==> src/rtl/rv32i_pkg.sv <==
// Shared RV32I load/store definitions: funct3 encodings, LSU FSM state type and
// request legality helpers used by the load/store unit.
package rv32i_pkg;

    localparam logic [2:0] F3_B  = 3'b000;
    localparam logic [2:0] F3_H  = 3'b001;
    localparam logic [2:0] F3_W  = 3'b010;
    localparam logic [2:0] F3_BU = 3'b100;
    localparam logic [2:0] F3_HU = 3'b101;

    typedef enum logic [1:0] {IDLE, ACCESS, WRITE, RESP} lsu_state_t;

    // Stores only have signed-size encodings; the unsigned ones are load-only.
    function automatic logic f3_legal(input logic we, input logic [2:0] f3);
        if (we) begin
            return (f3 == F3_B) || (f3 == F3_H) || (f3 == F3_W);
        end
        return (f3 == F3_B) || (f3 == F3_H) || (f3 == F3_W) || (f3 == F3_BU) || (f3 == F3_HU);
    endfunction

    function automatic logic f3_misaligned(input logic [2:0] f3, input logic [1:0] off);
        case (f3)
            F3_H, F3_HU: return off[0];
            F3_W:        return off != 2'b00;
            default:     return 1'b0;
        endcase
    endfunction

endpackage

==> src/rtl/lsu_align.sv <==
// Combinational byte-lane logic for the load/store unit.
//   funct3     : access size / signedness
//   offset     : byte offset within the word (addr[1:0])
//   rd_word    : word read from memory (load path)
//   merge_base : previously read word to be patched (sub-word store path)
//   wdata      : store data, low byte/half used for SB/SH
//   load_data  : extracted and sign/zero-extended load result
//   merge_data : word to write back to memory
module lsu_align
    import rv32i_pkg::*;
(
    input  logic [2:0]  funct3,
    input  logic [1:0]  offset,
    input  logic [31:0] rd_word,
    input  logic [31:0] merge_base,
    input  logic [31:0] wdata,
    output logic [31:0] load_data,
    output logic [31:0] merge_data
);

    logic [7:0]  byte_sel;
    logic [15:0] half_sel;

    always_comb begin
        unique case (offset)
            2'd0: byte_sel = rd_word[7:0];
            2'd1: byte_sel = rd_word[15:8];
            2'd2: byte_sel = rd_word[23:16];
            default: byte_sel = rd_word[31:24];
        endcase
        half_sel = offset[1] ? rd_word[31:16] : rd_word[15:0];

        case (funct3)
            F3_B:    load_data = {{24{byte_sel[7]}}, byte_sel};
            F3_H:    load_data = {{16{half_sel[15]}}, half_sel};
            F3_BU:   load_data = {24'd0, byte_sel};
            F3_HU:   load_data = {16'd0, half_sel};
            default: load_data = rd_word;
        endcase
    end

    always_comb begin
        merge_data = merge_base;
        case (funct3)
            F3_B: merge_data[{offset, 3'b000} +: 8] = wdata[7:0];
            F3_H: merge_data[{offset[1], 4'b0000} +: 16] = wdata[15:0];
            default: merge_data = wdata;
        endcase
    end

endmodule

==> src/rtl/lsu_mem_master.sv <==
// Load/store unit driving a word-addressed data memory.
//   req_*  : RV32I load/store request from execute (valid/ready)
//   rsp_*  : extended load data or error flag back to the core (valid/ready)
//   mem_*  : word index, write strobe/data, combinational read data
// Sub-word stores are performed as read (ACCESS) then merged write (WRITE).
module lsu_mem_master
    import rv32i_pkg::*;
#(
    parameter int unsigned MEM_AW = 10
) (
    input  logic        clk,
    input  logic        rst,
    input  logic        req_valid,
    output logic        req_ready,
    input  logic        req_we,
    input  logic [2:0]  req_funct3,
    input  logic [31:0] req_addr,
    input  logic [31:0] req_wdata,
    output logic        rsp_valid,
    input  logic        rsp_ready,
    output logic [31:0] rsp_rdata,
    output logic        rsp_err,
    output logic [31:0] mem_addr,
    output logic        mem_wr_en,
    output logic [31:0] mem_wr_data,
    input  logic [31:0] mem_rd_data
);

    lsu_state_t  state_q, state_d;
    logic        we_q, we_d;
    logic [2:0]  funct3_q, funct3_d;
    logic [31:0] addr_q, addr_d;
    logic [31:0] wdata_q, wdata_d;
    logic [31:0] buf_q, buf_d;
    logic [31:0] rdata_q, rdata_d;
    logic        err_q, err_d;

    logic        req_ok;
    logic        in_range;
    logic [31:0] load_data;
    logic [31:0] merge_data;

    // Word index must fit in the implemented memory.
    assign in_range = (req_addr[31:2] >> MEM_AW) == 30'd0;
    assign req_ok   = f3_legal(req_we, req_funct3) &&
                      !f3_misaligned(req_funct3, req_addr[1:0]) && in_range;

    lsu_align u_align (
        .funct3     (funct3_q),
        .offset     (addr_q[1:0]),
        .rd_word    (mem_rd_data),
        .merge_base (buf_q),
        .wdata      (wdata_q),
        .load_data  (load_data),
        .merge_data (merge_data)
    );

    // State register
    always_ff @(posedge clk or posedge rst) begin
        if (rst) begin
            state_q <= IDLE;
        end else begin
            state_q <= state_d;
        end
    end

    // Next-state logic
    always_comb begin
        state_d = state_q;
        unique case (state_q)
            IDLE:   if (req_valid) state_d = req_ok ? ACCESS : RESP;
            ACCESS: state_d = (we_q && funct3_q != F3_W) ? WRITE : RESP;
            WRITE:  state_d = RESP;
            RESP:   if (rsp_ready) state_d = IDLE;
            default: state_d = IDLE;
        endcase
    end

    // Output logic
    always_comb begin
        req_ready   = (state_q == IDLE);
        rsp_valid   = (state_q == RESP);
        mem_wr_en   = 1'b0;
        mem_wr_data = 32'd0;
        if (state_q == ACCESS && we_q && funct3_q == F3_W) begin
            mem_wr_en   = 1'b1;
            mem_wr_data = wdata_q;
        end else if (state_q == WRITE) begin
            mem_wr_en   = 1'b1;
            mem_wr_data = merge_data;
        end
    end

    assign mem_addr  = {2'b00, addr_q[31:2]};
    assign rsp_rdata = rdata_q;
    assign rsp_err   = err_q;

    // Request/response datapath
    always_comb begin
        we_d     = we_q;
        funct3_d = funct3_q;
        addr_d   = addr_q;
        wdata_d  = wdata_q;
        buf_d    = buf_q;
        rdata_d  = rdata_q;
        err_d    = err_q;
        if (state_q == IDLE && req_valid) begin
            we_d     = req_we;
            funct3_d = req_funct3;
            addr_d   = req_addr;
            wdata_d  = req_wdata;
            rdata_d  = 32'd0;
            err_d    = !req_ok;
        end else if (state_q == ACCESS) begin
            if (we_q) begin
                buf_d = mem_rd_data;
            end else begin
                rdata_d = load_data;
            end
        end
    end

    always_ff @(posedge clk or posedge rst) begin
        if (rst) begin
            we_q     <= 1'b0;
            funct3_q <= 3'd0;
            addr_q   <= 32'd0;
            wdata_q  <= 32'd0;
            buf_q    <= 32'd0;
            rdata_q  <= 32'd0;
            err_q    <= 1'b0;
        end else begin
            we_q     <= we_d;
            funct3_q <= funct3_d;
            addr_q   <= addr_d;
            wdata_q  <= wdata_d;
            buf_q    <= buf_d;
            rdata_q  <= rdata_d;
            err_q    <= err_d;
        end
    end

endmodule
==> config.mk <==
export PLATFORM = sky130hd
export DESIGN_NAME = lsu_mem_master
export DESIGN_NICKNAME = d
export VERILOG_FILES = /design/src/rtl/rv32i_pkg.sv /design/src/rtl/lsu_align.sv /design/src/rtl/lsu_mem_master.sv
export SDC_FILE = /design/constraint.sdc
export NUM_CORES = 1
export LEC_CHECK = 0
export ABC_AREA = 1
export CAP_MARGIN = 40
export CORE_MARGIN = 2
export CORE_UTILIZATION = 49
export CTS_CLUSTER_SIZE = 10
export DETAILED_ROUTE_END_ITERATION = 7
export HOLD_SLACK_MARGIN = 0.03
export PLACE_DENSITY = 0.8
export REMOVE_ABC_BUFFERS = 1
export SYNTH_ARGS = -nofsm -noshare
export SYNTH_HDL_FRONTEND = slang
export SYNTH_SLANG_ARGS = --single-unit
==> constraint.sdc <==
create_clock -name clk -period 5.87 [get_ports clk]
set_clock_uncertainty 0.15 [all_clocks]
set_input_delay 1.174 -clock clk [delete_from_list [all_inputs] [get_ports clk]]
set_output_delay 1.174 -clock clk [all_outputs]
set_load 0.03 [all_outputs]
## Word level (Yosys, flattened, before mapping)

Cells that the tools add are included.

| word-level totals | value |
|---|---|
| logic and storage cells | 77 |
| input port bits | 104 |
| output and inout bits | 100 |
| bits in registers | 135 |

| operators by class | value |
|---|---|
| eq/ne operators | 17 |
| $add $sub $neg | 2 |
| shift operators | 4 |
| reduce and logical (&&, ||, !) cells | 23 |
| mux-type cells | 22 |
| bitwise gates (word level) | 1 |

Operator list:

| cell | number |
|---|---|
| 32-bit 2-to-1 mux | 5 |
| 32-bit case mux with 4 select lines | 1 |
| 32-bit bitwise mux | 2 |
| 32-bit case mux with 2 select lines | 1 |
| 16-bit by 7-bit variable shift with 32-bit output, first input constant | 1 |
| 8-bit by 7-bit variable shift with 32-bit output, first input constant | 1 |
| 16-bit by 7-bit variable part select with 32-bit output | 1 |
| 8-bit by 7-bit variable part select with 32-bit output | 1 |
| 30-bit logical NOT | 1 |
| 8-bit case mux with 3 select lines | 1 |
| 16-bit 2-to-1 mux | 1 |
| 5-bit negation with 7-bit output | 2 |
| 3-bit equality test, second input constant | 4 |
| 2-bit case mux with 4 select lines | 1 |
| 2-bit equality test, second input constant | 3 |
| 3-bit by 1-bit equality test with 1-bit output, second input constant | 2 |
| 3-bit by 2-bit equality test with 1-bit output, second input constant | 2 |
| 1-bit logical AND | 6 |
| 3-bit logical NOT | 2 |
| 1-bit 2-to-1 mux | 6 |
| 2-bit 2-to-1 mux | 3 |
| 2-bit by 1-bit equality test with 1-bit output, second input constant | 2 |
| 2-bit logical NOT | 2 |
| 1-bit logical OR | 4 |
| 10 further kinds | 14 |

## Depth between registers and ports, before layout

| depth | value |
|---|---|
| depth after elaboration | 11 |
| gate-level depth with buffers | 11 |
| depth with buffers taken out | 11 |

## By module

Synthesis repeated with hierarchy kept, for this count alone.

| unflattened totals | value |
|---|---|
| cell total of the unflattened synthesis | 1127 |
| area total of the unflattened synthesis | 8459.4 um^2 |

By module, submodules not included:

| module | instances | seq. area each (um^2) | area an instance (um^2) | cells an instance |
|---|---|---|---|---|
| lsu_mem_master | 1 | 3378.2 | 6252.2 | 677 |
| lsu_align | 1 | 0.0 | 2207.1 | 450 |

## Worst setup path after synthesis

Ideal clock, no wire load.

| timing | value |
|---|---|
| kind | register to output |
| from | reg addr_q[0] |
| to | out mem_wr_data[10] |
| data required time | 4.546 ns |
| path buffers | 0 |
| stages on the path, launching flop included | 12 |
| path slack | 2.678 ns |
| data arrival time | 1.868 ns |
| cells stage by stage | dfrtp_1 clkinv_1 ha_1 inv_1 nand2_1 nor2_1 nand2_1 nand2_1 nand2_1 nand3_1 nand2_1 nand2_1 |

| on the way | value |
|---|---|
| cells in the longest elaborated chain, start to end | 6 |
| elaborated cells on any way between the ends | 7 |
| those cells by class | 1 x add/sub; 2 x shift; 4 x mux |

RTL lines:

| item | RTL line | source |
|---|---|---|
| from (decl) | lsu_mem_master.sv:32 | `logic [31:0] addr_q, addr_d;` |
| from (signal assigned) | lsu_mem_master.sv:135 | `addr_q <= addr_d;` |
| 5-bit negation with 7-bit output (*) | lsu_align.sv:45 | `F3_B: merge_data[{offset, 3'b000} +: 8] = wdata[7:0];` |
| 8-bit by 7-bit variable part select with 32-bit output / 8-bit by 7-bit variable shift with 32-bit output (equally long branches) | lsu_align.sv:45 |  |
| 32-bit bitwise mux (*) | lsu_align.sv:45 |  |
| 32-bit case mux with 2 select lines (*) | lsu_align.sv:44 | `case (funct3)` |
| 32-bit 2-to-1 mux (*) | lsu_mem_master.sv:88 | `end else if (state_q == WRITE) begin` |
| 32-bit 2-to-1 mux (*) | lsu_mem_master.sv:85 | `if (state_q == ACCESS && we_q && funct3_q == F3_W) begin` |
| to (decl) | lsu_mem_master.sv:25 | `output logic [31:0] mem_wr_data,` |

Every way passes the cells marked *; elsewhere a longest branch is shown, timed or not.

## Worst setup path in the final report

| timing | value |
|---|---|
| from | reg addr_q[1] |
| to | out mem_wr_data[10] |

| on the way | value |
|---|---|
| cells in the longest elaborated chain, start to end | 6 |
| elaborated cells on any way between the ends | 11 |
| those cells by class | 2 x add/sub; 4 x shift; 5 x mux |

RTL lines:

| item | RTL line | source |
|---|---|---|
| 5-bit negation with 7-bit output, on equally long branches | lsu_align.sv:46, lsu_align.sv:45 |  |
| 16-bit by 7-bit variable part select with 32-bit output, or another cell as far along | lsu_align.sv:46 | `F3_H: merge_data[{offset[1], 4'b0000} +: 16] = wdata[15:0];` |
| 32-bit bitwise mux, on equally long branches | lsu_align.sv:46, lsu_align.sv:45 |  |
| 32-bit case mux with 2 select lines (*) | lsu_align.sv:44 |  |
| 32-bit 2-to-1 mux (*) | lsu_mem_master.sv:88 |  |
| 32-bit 2-to-1 mux (*) | lsu_mem_master.sv:85 |  |

Marks and branches as above.

==> impl_summary.log <==
[metrics] final max-slew violation count: 0
[metrics] Rel. slew slack: 42.37%
[metrics] arrival time reported for the critical path endpoint: 3.52 ns
[metrics] Cell Pwr Density: 564.1 nW/µm²
[metrics] worst hold path class: flop to flop
[metrics] prevailing post-synth register cell: sky130_fd_sc_hd__dfrtp_1
[metrics] Max Cap Viol: 0
[metrics] minimum hold slack: 0.3296 ns
[metrics] number of port buffers: 201
[metrics] unrepaired setup endpoints after global routing: false
[metrics] part of the cycle the worst path needs: 82.50%
[metrics] standard cell with the maximum stage delay on the critical path: sky130_fd_sc_hd__clkdlybuf4s50_1
[metrics] aggregate global routing overflow: 0
[metrics] die outline height: 129.1 µm
[metrics] number of vias per cell: 5.106
[metrics] count of final setup violators: 0
[metrics] total core area: 15,260 µm²
[metrics] routed via count: 7,577
[metrics] routability congestion estimate from global placement: 0.9753
[metrics] number of detailed-routing iterations run before antenna repair: 5
[metrics] cell mode on critical path: sky130_fd_sc_hd__nand2_1
[metrics] count of antenna diodes in the layout: 0
[metrics] cell types with the largest area share after synthesis: sky130_fd_sc_hd__dfrtp_1, sky130_fd_sc_hd__nand2_1, sky130_fd_sc_hd__o21ai_0
[metrics] critical path cell sequence: buf_8 -> inv_1 -> ha_1 -> inv_1 -> nor2_1 -> nand2_1 -> nand2_1 -> nand2_1 -> nand3_1 -> nand2_1 -> nand2_1 -> clkdlybuf4s50_1
[metrics] slew at the pin closest to its max-slew limit: 0.8623 ns
[metrics] number of hold violations in the final report: 0
[metrics] Final Routed Wirelength: 23,110 µm
[metrics] die width: 129.1 µm
[metrics] Synth top area share: 44.05%
[metrics] kind of cell adding the most delay to the critical path: buffers and inverters
[metrics] Post-Syn Area per Cell: 6.946 µm²
[metrics] cell accounting for the most synthesized area: sky130_fd_sc_hd__dfrtp_1
[metrics] Worst EP required: 4.55 ns
[metrics] CTS clk-pin slew, worst paths: 0.07 ns
[metrics] Remaining DRCs: 0
[metrics] iteration-0 DRC count of the detailed router: 705
[metrics] via count of the first global-routing pass: 7,099
[metrics] Max clock buf depth: 2
[metrics] kind of end point of the critical path: output pin
[metrics] remaining antenna violation count after routing: 0
[metrics] most frequent cell after synthesis: sky130_fd_sc_hd__nand2_1
[metrics] worst path buffer plus inverter count: 4
[metrics] half-perimeter wire length of the detailed placement result: 17,380 µm
[metrics] kind of start point of the critical path: flop
[metrics] Lkg Pwr: 0.005214 µW
[metrics] Num CTS Buffers: 17
[metrics] area of the die: 16,670 µm²
[metrics] FF+latch count, synth: 135
[metrics] CTS tree: built
[metrics] effective utilization at floorplan: 50.26%
[metrics] Total GRT Usage: 28.20%
[metrics] number of synthesized flops with an enable pin: 0
[metrics] number of top-level pins: 204
[metrics] fraction of registers with async set/reset: 100.0%
[metrics] fraction of final layout cells sized beyond drive strength 1: 5.027%
[metrics] post-synthesis instance area: 7669 µm²
[metrics] Max rail drop VDD: 330.1 µV
[metrics] time the worst path needs with I/O delays and setup: 4.843 ns
[metrics] DRT met1 WL: 9703 µm
[metrics] number of standard cells after synthesis: 1,104
[metrics] status: finished, final reports clean
[metrics] antenna violations before repair: 0
[metrics] largest fanout on the critical path: 20
[metrics] post-cts sizing count: 0
[metrics] synthesis-to-layout area growth: 33.02%
[metrics] maximum number of pins on one net before global-route repair: 73
[metrics] routed length on met3: 1712 µm
[metrics] Max Fclk: 206.5 MHz
[metrics] Top Layer Used: met4
[metrics] global-route wire length before repair: 36,510 µm
[metrics] nets@finish: 1,374
[metrics] post-synthesis cell type count: 29
[metrics] Critical Path Max Stage Delay: 0.67 ns
[metrics] Total Neg Setup Slack: 0 ns
[metrics] proportion of synthesized chip area in sequential cells: 44.05%
[metrics] Clk Latency, worst-skew pair: 0.43 ns
[metrics] CTS root buf: sky130_fd_sc_hd__clkbuf_16
[metrics] Setup Buffers After CTS: 0
[metrics] deepest level of the CTS H-tree: 4
[metrics] Post-synth top cells: sky130_fd_sc_hd__nand2_1, sky130_fd_sc_hd__dfrtp_1, sky130_fd_sc_hd__inv_1
[metrics] number of rows created at floorplan: 45
[metrics] warning count from the yosys run: 0
[metrics] average wire per cell in the routed design: 15.57 µm
[metrics] critical setup path kind: flop to output pin
[metrics] length of routed met2 wiring: 10,960 µm
[metrics] cts-stage hold buffer count: 0
[metrics] number of clock sinks seen by CTS: 135
metal layers:
layer / vias to the layer above / track usage (%)
li1: 3726 / -
met1: 3497 / 36.57
met2: 306 / 45.91
met3: 48 / 6.441
met4: 0 / 11.38
met5: - / 0
placed cells by master, fill, tap and decap left out, types with 2 or more instances in the layout:
cell type,n
sky130_fd_sc_hd__inv_8,3
sky130_fd_sc_hd__o211ai_1,7
sky130_fd_sc_hd__nor2_1,47
sky130_fd_sc_hd__nand2_1,552
sky130_fd_sc_hd__conb_1,2
sky130_fd_sc_hd__nor2_2,4
sky130_fd_sc_hd__a21oi_1,33
sky130_fd_sc_hd__o221ai_1,8
sky130_fd_sc_hd__o22ai_1,3
sky130_fd_sc_hd__clkbuf_16,17
sky130_fd_sc_hd__clkinv_1,2
sky130_fd_sc_hd__dfrtp_1,135
sky130_fd_sc_hd__ha_1,10
sky130_fd_sc_hd__clkinv_8,3
sky130_fd_sc_hd__nor3_1,6
sky130_fd_sc_hd__nand4_1,4
sky130_fd_sc_hd__o21ai_0,79
sky130_fd_sc_hd__inv_2,2
sky130_fd_sc_hd__clkinv_4,2
sky130_fd_sc_hd__nand2_2,2
sky130_fd_sc_hd__inv_1,81
sky130_fd_sc_hd__buf_8,2
sky130_fd_sc_hd__nand3_1,39
sky130_fd_sc_hd__buf_4,7
sky130_fd_sc_hd__mux2_2,7
sky130_fd_sc_hd__inv_6,6
sky130_fd_sc_hd__clkdlybuf4s50_1,201
report_power, final:
part	total, µW	internal, µW	switching, µW
Combinational	3000	1100	1900
Clock	1050	567	481
Sequential	1710	1340	364
Total	5750	3000	2750
cell families (layout without fill, tap and decap cells):
logic type | after synthesis | count (layout) | share of synthesized area, %
simple gates | 659 | 659 | 33.95
buf+inv | 161 | 329 | 10.02
flops | 135 | 135 | 44.05
compound gates | 131 | 131 | 9.268
fa+ha+maj | 10 | 10 | 1.632
mux | 7 | 7 | 1.028
other cells | 1 | 2 | 0.04890
final cells by class:
cell class              count  area [µm²]
flip-flops and latches    135        3378
inverters                  86       325.3
well taps                 211       264.0
multi-input cells         809        3528
clock inverters            15       157.7
repair buffers            211        2122
clock buffers              17       425.4
fillers                  1313        5057
worst paths after layout:
| path | from | endpoint | slack, ns | cells after the start |
|---|---|---|---|---|
| setup / recovery | addr_q[1] | mem_wr_data[10] | 1.03 | 12 |
| hold reg to reg | wdata_q[30] | wdata_q[30] | 0.33 | 2 |
| hold / removal | wdata_q[30] | wdata_q[30] | 0.33 | 2 |
| min in group asynchronous | rst | we_q | 0.82 | 2 |
| setup reg to reg | state_q[0] | rsp_rdata[2] | 3.13 | 9 |
| max in group asynchronous | rst | buf_q[17] | 3.65 | 4 |
state kept, by name, indices dropped and copies added (netlist names):
| name | flops |
|---|---|
| buf_q | 32 |
| wdata_q | 32 |
| rsp_err | 1 |
| addr_q | 32 |
| we_q | 1 |
| funct3_q | 3 |
| rsp_rdata | 32 |
| state_q | 2 |
worst register-to-register path, stage by stage, from the launching register on:
cell	delay, ns
sky130_fd_sc_hd__dfrtp_1	0.41
sky130_fd_sc_hd__inv_1	0.10
sky130_fd_sc_hd__ha_1	0.27
sky130_fd_sc_hd__nand2_2	0.09
sky130_fd_sc_hd__buf_4	0.54
sky130_fd_sc_hd__inv_2	0.09
sky130_fd_sc_hd__nor2_2	0.51
sky130_fd_sc_hd__buf_4	0.34
sky130_fd_sc_hd__nand2_1	0.09
sky130_fd_sc_hd__nand2_1	0.08
stage by stage:
step	total power, µW	area [µm²]	util, %	setup slack [ns]	std cells
after floorplan	3521	7227	-	0.9349	1030
after global placement	4633	9560	62.66	1.468	1449
after detailed placement	4703	9618	63.03	1.504	1452
after CTS	5768	10200	66.86	1.036	1484
after global routing	6154	10200	66.86	0.6554	1484
final	5754	10200	66.86	1.027	1484
Note: power is estimated with default switching activity, not from simulation.
